## src/rtl/multi_cycle_control_if.sv

```systemverilog
// Memory-side handshake of the multi-cycle sequencer: request strobes and address select out, ready back.
// The controller takes the master modport; the memory model or bus bridge takes the slave modport.
interface multi_cycle_control_if;
  logic Mem_Read_o;
  logic Mem_Write_o;
  logic Adr_Src_o;
  logic Mem_Ready_i;

  modport master (
    output Mem_Read_o,
    output Mem_Write_o,
    output Adr_Src_o,
    input  Mem_Ready_i
  );

  modport slave (
    input  Mem_Read_o,
    input  Mem_Write_o,
    input  Adr_Src_o,
    output Mem_Ready_i
  );
endinterface

```

## src/rtl/multi_cycle_control.sv

```systemverilog
// Multi-cycle RISC-V sequencer: R/I/LUI/store 4 cycles, load 5, BEQ 3, +1 per memory wait cycle, wait timeout -> bus error.
// Memory waits stall on Mem_Ready_i; optional retired counter Retired_o is built when MC_RETIRE_COUNT_EN is defined.
module multi_cycle_control #(
  parameter int TIMEOUT_CYCLES = 16
`ifdef MC_RETIRE_COUNT_EN
  ,
  parameter int COUNT_W = 32
`endif
) (
  input  logic                  clk,
  input  logic                  reset,
  input  logic [6:0]            Op_i,
  multi_cycle_control_if.master mem_bus,
  output logic                  PC_Write_o,
  output logic                  IR_Write_o,
  output logic                  Reg_Write_o,
  output logic                  Branch_o,
  output logic [1:0]            ALU_Src_A_o,
  output logic [1:0]            ALU_Src_B_o,
  output logic [1:0]            Result_Src_o,
  output logic [2:0]            ALU_Op_o,
  output logic [3:0]            State_o,
  output logic                  Illegal_Op_o,
  output logic                  Bus_Error_o
`ifdef MC_RETIRE_COUNT_EN
  ,
  output logic [COUNT_W-1:0]    Retired_o
`endif
);

  typedef enum logic [3:0] {
    S_FETCH     = 4'd0,
    S_DECODE    = 4'd1,
    S_MEM_ADDR  = 4'd2,
    S_MEM_READ  = 4'd3,
    S_MEM_WB    = 4'd4,
    S_MEM_WRITE = 4'd5,
    S_EXEC_R    = 4'd6,
    S_EXEC_I    = 4'd7,
    S_EXEC_LUI  = 4'd8,
    S_ALU_WB    = 4'd9,
    S_BRANCH    = 4'd10
  } state_e;

  localparam logic [6:0] OP_R     = 7'b0110011;
  localparam logic [6:0] OP_I     = 7'b0010011;
  localparam logic [6:0] OP_LOAD  = 7'b0000011;
  localparam logic [6:0] OP_STORE = 7'b0100011;
  localparam logic [6:0] OP_LUI   = 7'b0110111;
  localparam logic [6:0] OP_BEQ   = 7'b1100011;

  // The counter only has to hold TIMEOUT_CYCLES-1: the limit is detected on the last not-ready cycle.
  localparam int CNT_W = (TIMEOUT_CYCLES > 1) ? $clog2(TIMEOUT_CYCLES) : 1;
  localparam logic [CNT_W-1:0] TMO_LAST = CNT_W'((TIMEOUT_CYCLES > 0) ? TIMEOUT_CYCLES - 1 : 0);

  state_e           state_q, state_d;
  logic [6:0]       op_q, op_d;
  logic [CNT_W-1:0] tmo_cnt_q, tmo_cnt_d;
  logic             illegal_q, illegal_d;
  logic             bus_err_q, bus_err_d;
  logic             mem_ready;
  logic             in_wait;
  logic             tmo_hit;
  logic             mem_read;
  logic             mem_write;
  logic             adr_src;

  assign mem_ready = mem_bus.Mem_Ready_i;
  assign in_wait   = state_q inside {S_FETCH, S_MEM_READ, S_MEM_WRITE};
  assign tmo_hit   = (TIMEOUT_CYCLES > 0) && in_wait && !mem_ready && (tmo_cnt_q == TMO_LAST);

  always_comb begin
    state_d   = state_q;
    op_d      = op_q;
    illegal_d = 1'b0;
    bus_err_d = tmo_hit;
    tmo_cnt_d = (in_wait && !mem_ready && !tmo_hit) ? tmo_cnt_q + CNT_W'(1) : '0;
    case (state_q)
      S_FETCH: begin
        if (mem_ready) state_d = S_DECODE;
      end
      S_DECODE: begin
        op_d = Op_i;
        case (Op_i)
          OP_LOAD, OP_STORE: state_d = S_MEM_ADDR;
          OP_R:              state_d = S_EXEC_R;
          OP_I:              state_d = S_EXEC_I;
          OP_LUI:            state_d = S_EXEC_LUI;
          OP_BEQ:            state_d = S_BRANCH;
          default: begin
            state_d   = S_FETCH;
            illegal_d = 1'b1;
          end
        endcase
      end
      S_MEM_ADDR: state_d = (op_q == OP_LOAD) ? S_MEM_READ : S_MEM_WRITE;
      S_MEM_READ: begin
        if (mem_ready)    state_d = S_MEM_WB;
        else if (tmo_hit) state_d = S_FETCH;
      end
      S_MEM_WRITE: begin
        if (mem_ready || tmo_hit) state_d = S_FETCH;
      end
      S_EXEC_R, S_EXEC_I, S_EXEC_LUI: state_d = S_ALU_WB;
      S_MEM_WB, S_ALU_WB, S_BRANCH:   state_d = S_FETCH;
      default:                        state_d = S_FETCH;
    endcase
  end

  // Moore decode of the current state; only the FETCH register enables look at ready.
  always_comb begin
    PC_Write_o   = 1'b0;
    IR_Write_o   = 1'b0;
    adr_src      = 1'b0;
    mem_read     = 1'b0;
    mem_write    = 1'b0;
    Reg_Write_o  = 1'b0;
    Branch_o     = 1'b0;
    ALU_Src_A_o  = 2'b00;
    ALU_Src_B_o  = 2'b00;
    Result_Src_o = 2'b00;
    ALU_Op_o     = 3'b000;
    if (!reset) begin
      case (state_q)
        S_FETCH: begin
          mem_read     = 1'b1;
          PC_Write_o   = mem_ready;
          IR_Write_o   = mem_ready;
          ALU_Src_B_o  = 2'b10;
          Result_Src_o = 2'b10;
          ALU_Op_o     = 3'b010;
        end
        S_DECODE: begin
          ALU_Src_A_o = 2'b01;
          ALU_Src_B_o = 2'b01;
          ALU_Op_o    = 3'b010;
        end
        S_MEM_ADDR: begin
          ALU_Src_A_o = 2'b10;
          ALU_Src_B_o = 2'b01;
          ALU_Op_o    = 3'b010;
        end
        S_MEM_READ: begin
          mem_read = 1'b1;
          adr_src  = 1'b1;
        end
        S_MEM_WB: begin
          Reg_Write_o  = 1'b1;
          Result_Src_o = 2'b01;
        end
        S_MEM_WRITE: begin
          mem_write = 1'b1;
          adr_src   = 1'b1;
        end
        S_EXEC_R: begin
          ALU_Src_A_o = 2'b10;
          ALU_Src_B_o = 2'b00;
          ALU_Op_o    = 3'b000;
        end
        S_EXEC_I: begin
          ALU_Src_A_o = 2'b10;
          ALU_Src_B_o = 2'b01;
          ALU_Op_o    = 3'b001;
        end
        S_EXEC_LUI: begin
          ALU_Src_B_o = 2'b01;
          ALU_Op_o    = 3'b100;
        end
        S_ALU_WB: begin
          Reg_Write_o = 1'b1;
        end
        S_BRANCH: begin
          ALU_Src_A_o = 2'b10;
          ALU_Src_B_o = 2'b00;
          ALU_Op_o    = 3'b011;
          Branch_o    = 1'b1;
        end
        default: ;
      endcase
    end
  end

  assign mem_bus.Mem_Read_o  = mem_read;
  assign mem_bus.Mem_Write_o = mem_write;
  assign mem_bus.Adr_Src_o   = adr_src;
  assign State_o             = state_q;
  assign Illegal_Op_o        = illegal_q;
  assign Bus_Error_o         = bus_err_q;

`ifdef MC_RETIRE_COUNT_EN
  logic [COUNT_W-1:0] retired_q, retired_d;
  logic               retire;

  // Illegal opcodes and timeouts reach FETCH by other paths and are deliberately not counted.
  assign retire = (state_q == S_MEM_WB) || (state_q == S_ALU_WB) || (state_q == S_BRANCH) ||
                  ((state_q == S_MEM_WRITE) && mem_ready);

  always_comb begin
    retired_d = retired_q;
    if (retire) retired_d = retired_q + COUNT_W'(1);
  end

  assign Retired_o = retired_q;
`endif

  always_ff @(posedge clk) begin
    if (reset) begin
      state_q   <= S_FETCH;
      op_q      <= '0;
      tmo_cnt_q <= '0;
      illegal_q <= 1'b0;
      bus_err_q <= 1'b0;
`ifdef MC_RETIRE_COUNT_EN
      retired_q <= '0;
`endif
    end else begin
      state_q   <= state_d;
      op_q      <= op_d;
      tmo_cnt_q <= tmo_cnt_d;
      illegal_q <= illegal_d;
      bus_err_q <= bus_err_d;
`ifdef MC_RETIRE_COUNT_EN
      retired_q <= retired_d;
`endif
    end
  end

endmodule

```

## src/flat_wrapper.sv

```systemverilog
// flat-port wrapper written by rule: the top's interface ports become plain ports
module multi_cycle_control_flat 
#(
  parameter int TIMEOUT_CYCLES = 16

)
  (clk, reset, Op_i, PC_Write_o, IR_Write_o, Reg_Write_o, Branch_o, ALU_Src_A_o, ALU_Src_B_o, Result_Src_o, ALU_Op_o, State_o, Illegal_Op_o, Bus_Error_o, mem_bus_Mem_Read_o, mem_bus_Mem_Write_o, mem_bus_Adr_Src_o, mem_bus_Mem_Ready_i);
  multi_cycle_control_if mem_bus_i ();
  input  logic clk;
  input  logic reset;
  input  logic [6:0] Op_i;
  output logic PC_Write_o;
  output logic IR_Write_o;
  output logic Reg_Write_o;
  output logic Branch_o;
  output logic [1:0] ALU_Src_A_o;
  output logic [1:0] ALU_Src_B_o;
  output logic [1:0] Result_Src_o;
  output logic [2:0] ALU_Op_o;
  output logic [3:0] State_o;
  output logic Illegal_Op_o;
  output logic Bus_Error_o;
  output wire logic [$bits(mem_bus_i.Mem_Read_o)-1:0] mem_bus_Mem_Read_o;
  output wire logic [$bits(mem_bus_i.Mem_Write_o)-1:0] mem_bus_Mem_Write_o;
  output wire logic [$bits(mem_bus_i.Adr_Src_o)-1:0] mem_bus_Adr_Src_o;
  input wire logic [$bits(mem_bus_i.Mem_Ready_i)-1:0] mem_bus_Mem_Ready_i;
  assign mem_bus_Mem_Read_o = mem_bus_i.Mem_Read_o;
  assign mem_bus_Mem_Write_o = mem_bus_i.Mem_Write_o;
  assign mem_bus_Adr_Src_o = mem_bus_i.Adr_Src_o;
  assign mem_bus_i.Mem_Ready_i = mem_bus_Mem_Ready_i;
  multi_cycle_control #(.TIMEOUT_CYCLES(TIMEOUT_CYCLES)) u_core (.clk(clk), .reset(reset), .Op_i(Op_i), .mem_bus(mem_bus_i), .PC_Write_o(PC_Write_o), .IR_Write_o(IR_Write_o), .Reg_Write_o(Reg_Write_o), .Branch_o(Branch_o), .ALU_Src_A_o(ALU_Src_A_o), .ALU_Src_B_o(ALU_Src_B_o), .Result_Src_o(Result_Src_o), .ALU_Op_o(ALU_Op_o), .State_o(State_o), .Illegal_Op_o(Illegal_Op_o), .Bus_Error_o(Bus_Error_o));
endmodule
```

## config.mk

```make
export PLATFORM = sky130hd
export DESIGN_NAME = multi_cycle_control_flat
export DESIGN_NICKNAME = d
export VERILOG_FILES = /design/src/rtl/multi_cycle_control_if.sv /design/src/rtl/multi_cycle_control.sv /design/src/flat_wrapper.sv
export SDC_FILE = /design/constraint.sdc
export NUM_CORES = 1
export LEC_CHECK = 0
export ABC_AREA = 1
export CAP_MARGIN = 30
export CORE_ASPECT_RATIO = 1.75
export CORE_MARGIN = 5
export CORE_UTILIZATION = 45
export CTS_CLUSTER_DIAMETER = 150
export DETAILED_ROUTE_END_ITERATION = 6
export GPL_TIMING_DRIVEN = 0
export PLACE_DENSITY = 0.88
export SYNTH_ARGS = -nofsm -noshare
export SYNTH_HDL_FRONTEND = slang
export SYNTH_SLANG_ARGS = --single-unit
```

## constraint.sdc

```tcl
create_clock -name clk -period 1.9 [get_ports clk]
set_clock_uncertainty 0.15 [all_clocks]
set_input_delay 0.38 -clock clk [delete_from_list [all_inputs] [get_ports clk]]
set_output_delay 0.38 -clock clk [all_outputs]
set_load 0.005 [all_outputs]
```

==> out/results.txt, run 1 <==
CP Capture Type -> output pin
Max VDD drop -> 584.3 uV
Final nets -> 215
RSZ-0062 raised after global routing -> yes
Worst slew pin tran -> 0.2437 ns
Final non-filler cell total -> 228
Initial antenna violation count -> 0
Max-slew violations -> 0
TritonCTS clock tree -> yes
Vias -> 1164
Die footprint -> 3376 um^2
CTS Buf Count -> 3
Gr usage total -> 18.45%
Drt via density -> 5.105
Max Clk Rate -> 514.7 MHz
Layout area overhead -> 53.84%
Final hold violations -> 0
Final WS setup -> -0.04271 ns
Die Height -> 73.21 um
Residual DRC -> 0
Rows -> 23
Root Buffer -> clkbuf_8
Critical path data required time -> 1.37 ns
Vias in the first global route -> 1129
Syn Inst Count -> 155
Leakage -> 0.7613 nW
Crit share post-route -> 102.2%
WHS -> 0.3109 ns
R2R setup slack -> 0.36 ns
Critical-path maximum fanout -> 6
Post-synthesis net count -> 166
Ant. Diodes -> 0
IO buf count -> 30
Detailed Route WL -> 2.972 mm
Routed Antenna Nets -> 0
Fill count -> 186
Drt wl/cell -> 13.04 um
Gr ovfl total -> 0
Max-Cap Viols -> 0
Register bit count reported by yosys -> 17
First-pass GRT wire length -> 4.616 mm
Post-synth cell types -> 30
Initial Util -> 45.76%
Post-route minimum period -> 1.943 ns
Final setup TNS -> -0.04271 ns
Relative slew margins -> 83.75%
Dpl hpwl -> 2.170 mm
YS warnings -> 0
Layout cells sized above 1 -> 34.98%
Failing checks -> setup timing
Die X -> 46.12 um
I/O pins -> 32
Post-Syn Area -> 1027 um^2
Clock sinks -> 17
Pre-antenna DRT Iters -> 6
Clock buffer depth -> 2
Worst EP arrival -> 1.41 ns
Final setup fails -> 1
Largest net degree at the start of global routing -> 11
RePlAce Congestion -> 0.9378
Worst-Skew Late Latency -> 0.25 ns
Sequential cell area fraction in the yosys report -> 33.13%
CORE AREA -> 2245 um^2
Startpoint Class -> register
H-tree depth -> 1
HP Class -> register to register
Inst Count DP -> 210
Crit Path Class -> register to output pin
Pre-CTS setup slack -> -0.5206 ns
Power Density -> 626.2 nW/um^2
Hold buffer count at cts -> 0
Initial drt markers -> 34
Clock-pin transition on the worst setup and hold timing paths -> 0.06 ns
Avg Inst Size Synth -> 6.627 um^2
Status -> complete, but fails checks
## routing by layer
metal	global-route usage, %	part of all wire [%]
met4	12.66	5.1
met1	17.60	32
met5	0	0
met2	34.51	58
met3	0.9877	4.9
## placed cells by master (no fill, tap or decap), types with 5 or more instances in the layout
cell / netlist / routed
a21oi_1: 8 / 8
buf_2: 1 / 8
buf_4: 2 / 13
buf_6: 1 / 6
clkdlybuf4s50_1: 0 / 13
dfxtp_1: 17 / 13
inv_1: 22 / 17
inv_2: 2 / 6
nand2_1: 25 / 22
nand2_2: 3 / 5
nand3_1: 7 / 7
nor2_1: 30 / 26
nor2_4: 3 / 7
nor3_1: 6 / 5
o21ai_0: 9 / 9
## registers in the layout, summed over array words and instances, names as in the netlist
signal	flops
u_core.Bus_Error_o	1
u_core.Illegal_Op_o	1
u_core.State_o	4
u_core.op_q	7
u_core.tmo_cnt_q	4
## final timing paths
path	start	end	cells past startpoint
worst max register to register	u_core.State_o[0]	u_core.State_o[3]	9
worst max-delay path	u_core.State_o[0]	ALU_Src_A_o[1]	9
worst min-delay path	u_core.tmo_cnt_q[0]	u_core.tmo_cnt_q[0]	1
worst min register to register	u_core.tmo_cnt_q[0]	u_core.tmo_cnt_q[0]	1
## cells by family (layout without fill, tap and decap cells)
family / count (synthesis) / in the layout / synth area share, %
xor+xnor: 2 / 2 / 1.706
simple gates: 81 / 81 / 37.64
fa+ha+maj: 1 / 1 / 1.218
compound gates: 23 / 23 / 12.79
buf+inv: 31 / 79 / 13.52
flops: 17 / 17 / 33.13
## Yosys cell counts
cell,number,area [um^2]
nor2_2,3,18.77
nand3_1,7,35.03
dfxtp_1,17,340.3
o21ai_2,1,8.760
a41oi_1,1,8.760
buf_4,2,15.01
xor2_1,1,8.760
xnor2_1,1,8.760
nor3_1,6,30.03
o21ai_0,9,45.04
ha_1,1,12.51
a31o_1,1,8.760
nand2_2,3,18.77
nand2_4,1,11.26
o21ai_1,1,5.000
o211ai_1,1,7.510
nor2_1,30,112.6
nand3_2,2,20.02
buf_2,1,5.000
nor2_4,3,33.78
o31ai_1,1,7.510
clkbuf_4,1,7.510
buf_6,1,11.26
inv_4,1,6.260
inv_2,2,7.510
buf_1,1,3.750
nand2_1,25,93.84
inv_1,22,82.58
nand4_2,1,12.51
a21oi_1,8,40.04
## where the power goes
| group | leakage, nW | switching [W] | total (W) | internal (W) |
|---|---|---|---|---|
| clock | 0.0228 | 0.000118 | 0.000267 | 0.000149 |
| combinational | 0.597 | 0.000163 | 0.000318 | 0.000155 |
| sequential | 0.142 | 0.0000217 | 0.000404 | 0.000383 |
## cell type report
type / instances / area (um^2) / share of cell area (%)
buffer: 5 / 36.28 / 2.296
tap: 25 / 31.28 / 1.979
inverter: 25 / 98.84 / 6.255
clock buffer: 4 / 45.04 / 2.850
multi-input combinational: 107 / 639.4 / 40.46
sequential: 17 / 355.3 / 22.49
timing repair buffer: 45 / 374.1 / 23.67
## stage by stage
stage | cell area [um^2] | power [W] | utilization, %
4_1_cts | 1530 | 0.0009492 | 68.17
3_3_place_gp | 1359 | 0.0006516 | 60.54
2_1_floorplan | 1027 | 0.0005537 | -
6_report | 1580 | 0.0009896 | 70.40
3_5_place_dp | 1359 | 0.0006587 | 60.54
5_1_grt | 1580 | 0.001044 | 70.40
## critical path: stages, from the launching register on
cell	delay, ns
dfxtp_4	0.37
buf_6	0.12
nor2_4	0.09
inv_2	0.04
nor2_2	0.08
nand2_2	0.07
buf_6	0.13
o21ai_4	0.05
a31o_1	0.11
buf_2	0.10
## repair_timing
| item | in CTS | in global routing |
|---|---|---|
| pin swaps | 7 | 8 |
| gates resized for setup | 60 | 24 |
| buffers inserted | 10 | 5 |
| endpoints found under the hold margin | 0 | 0 |
| setup endpoints to repair | 16 | 13 |
(Power assumes the default switching activity.)
==> inputs of run 2 (changes only) <==
--- a/config.mk
+++ b/config.mk
@@ -14,6 +14,7 @@
 export DETAILED_ROUTE_END_ITERATION = 6
 export GPL_TIMING_DRIVEN = 0
 export PLACE_DENSITY = 0.88
+export REMOVE_ABC_BUFFERS = 1
 export SYNTH_ARGS = -nofsm -noshare
 export SYNTH_HDL_FRONTEND = slang
 export SYNTH_SLANG_ARGS = --single-unit
==> run 2 against run 1 <==
Effect of this change:
- the flow still finishes with violations (setup timing)
- sequential share of layout area increased by 0.51 points
- worst setup slack got worse by 0.013 ns
- die area unchanged
==> out/results.txt, run 2 (synthesized netlist as in run 1, its figures left out) <==
Internal power -> 0.0006620 W (-3.6%)
Final hold violations -> 0 (unchanged)
Detailed Route WL -> 3.050 mm (+2.6%)
Commonest non-fill, non-tap cells in the layout -> 26 x nor2_1, 23 x nand2_1, 16 x inv_1
Max-slew violations -> 0 (unchanged)
Vias in the first global route -> 1150 (+1.9%)
Initial antenna violation count -> 0 (unchanged)
Max-Cap Viols -> 0 (unchanged)
Max VDD drop -> 469.9 uV (-20%)
Die Height -> 73.21 um (unchanged)
Failing checks -> setup timing
CORE AREA -> 2245 um^2 (unchanged)
Critical path data required time -> 1.37 ns (about the same)
Crit share post-route -> 102.9% (+0.66 points)
Vias -> 1168 (+0.34%)
Largest net degree at the start of global routing -> 18 (+7)
Register Area -> 355.3 um^2 (unchanged)
Drt via density -> 5.191 (+1.7%)
Max reg flops -> 7 (unchanged)
Post-route minimum period -> 1.955 ns (+0.01262 ns)
CTS Buf Count -> 3 (unchanged)
Final nets -> 212 (-1.4%)
Gr usage total -> 18.61% (+0.16 points)
Die footprint -> 3376 um^2 (unchanged)
Residual DRC -> 0 (unchanged)
Setup crit start -> u_core.State_o[3]
Final setup TNS -> -0.1430 ns (-0.1003 ns)
RR Startpoint -> u_core.State_o[3]
Placed standard-cell area -> 1326 um^2 (-2.4%)
Relative slew margins -> 83.08% (-0.67 points)
IO buf count -> 31 (+3.3%)
First-pass GRT wire length -> 4.650 mm (+0.74%)
Critical-path maximum fanout -> 6 (unchanged)
Worst-Skew Late Latency -> 0.25 ns (about the same)
Routed Antenna Nets -> 0 (unchanged)
Clock buffer depth -> 2 (unchanged)
Final Cell Area -> 1545 um^2 (-2.2%)
Max Clk Rate -> 511.4 MHz (-0.65%)
RePlAce Congestion -> 0.9110 (-2.9%)
Startpoint Class -> register
Final Util -> 68.84% (-1.6 points)
Crit Path Class -> register to output pin
RSZ-0062 raised after global routing -> yes
Ant. Diodes -> 0 (unchanged)
Final setup fails -> 3 (+2)
Die X -> 46.12 um (unchanged)
Layout cells sized above 1 -> 35.50% (+0.52 points)
Clk network pwr share -> 28.2% (+1.2 points)
Power Density -> 622.9 nW/um^2 (-0.52%)
Worst EP arrival -> 1.43 ns (+0.02 ns)
Root Buffer -> clkbuf_8
Worst slew pin tran -> 0.2518 ns (+0.008097 ns)
Final WS setup -> -0.05532 ns (-0.01262 ns)
Area taken by multi-input logic gates -> 635.6 um^2 (-0.59%)
Hold buffer count at cts -> 0 (unchanged)
Layout area overhead -> 50.43%
HP Class -> register to register
Fill count -> 195 (+4.8%)
Clock sinks -> 17 (unchanged)
Initial Util -> 45.76% (unchanged)
TritonCTS clock tree -> yes
CP Capture Type -> output pin
Gr ovfl total -> 0 (unchanged)
Sw frac -> 31.22% (+0.59 points)
Pre-antenna DRT Iters -> 5 (-1)
Initial drt markers -> 22 (-35%)
I/O pins -> 32 (unchanged)
Status -> complete, but fails checks
Rows -> 23 (unchanged)
Most common cell after layout, fill and taps aside -> nor2_1
Clock-pin transition on the worst setup and hold timing paths -> 0.06 ns (about the same)
Net switching power -> 0.0003005 W (-0.85%)
Combinational Power Share -> 29.6% (-2.6 points)
Flop pwr share -> 42.3% (+1.4 points)
Biggest register -> u_core.op_q
H-tree depth -> 1 (unchanged)
Min-delay src -> u_core.tmo_cnt_q[0]
Leakage -> 0.7292 nW (-4.2%)
Dpl hpwl -> 2.066 mm (-4.8%)
Pre-CTS setup slack -> -1.167 ns (-0.6464 ns)
Drt wl/cell -> 13.56 um (+4.0%)
==> run 2: changes by cell type in the layout (fill, tap and decap cells not counted), moves of 2 or more <==
cell             previous run  this run
a21oi_1                     8         5
nand2_2                     5         3
clkdlybuf4s15_1             0         2
buf_6                       6         2
nand2_8                     2         0
buf_2                       8         6
buf_4                      13        15
nand2_4                     0         3
a21oi_2                     0         3
==> run 2: worst paths after layout <==
check,cells after the start,to,slack [ns]
setup / recovery,7,mem_bus_Adr_Src_o,-0.06
hold / removal,1,u_core.tmo_cnt_q[0],0.31
setup reg to reg,10,u_core.State_o[2],0.21
hold reg to reg,1,u_core.tmo_cnt_q[0],0.31
==> run 2: final cells by class <==
type                    count  share of cell area [%]
repair buffers             47                   24.29
flip-flops and latches     17                   23.00
multi-input cells         107                   41.13
well taps                  25                   2.024
clock buffers               4                   2.915
inverters                  25                   6.640
==> run 2: critical path: stages (launching register included) <==
cell and delay (ns):
dfxtp_4 0.39, nor2_4 0.14, buf_4 0.13, buf_4 0.09
buf_4 0.09, nand2_2 0.08, a21oi_2 0.12, buf_2 0.12
==> run 2: timing repair <==
| action | CTS | global route |
|---|---|---|
| buffers inserted | 10 | 6 |
| setup endpoints to repair | 19 | 13 |
| gates resized for setup | 46 | 43 |
| pin swaps | 5 | 10 |
==> run 2: layer usage <==
layer / routed length, um / track usage (%)
met5: 0 / 0
met4: 88 / 10.76
met3: 128 / 2.222
met2: 1853 / 36.20
met1: 979 / 16.62
==> run 2: through the flow <==
stage / total power, W / instances / hold WS [ns]
2_1_floorplan: 0.0005352 / 149 / 0.2676
3_3_place_gp: 0.0006330 / 205 / 0.2782
3_5_place_dp: 0.0006433 / 205 / 0.3047
4_1_cts: 0.0009351 / 219 / 0.2901
5_1_grt: 0.001006 / 225 / 0.3295
6_report: 0.0009625 / 225 / 0.3137
==> run 2: power groups by stage <==
| stage | clock network, W | logic (W) | registers (W) |
|---|---|---|---|
| global route | 0.000285 | 0.000312 | 0.000409 |
| detailed placement | 0 | 0.000230 | 0.000413 |
| global placement | 0 | 0.000223 | 0.000411 |
| floorplan | 0 | 0.000126 | 0.000409 |
| finish | 0.000271 | 0.000285 | 0.000407 |
| CTS | 0.000272 | 0.000258 | 0.000406 |
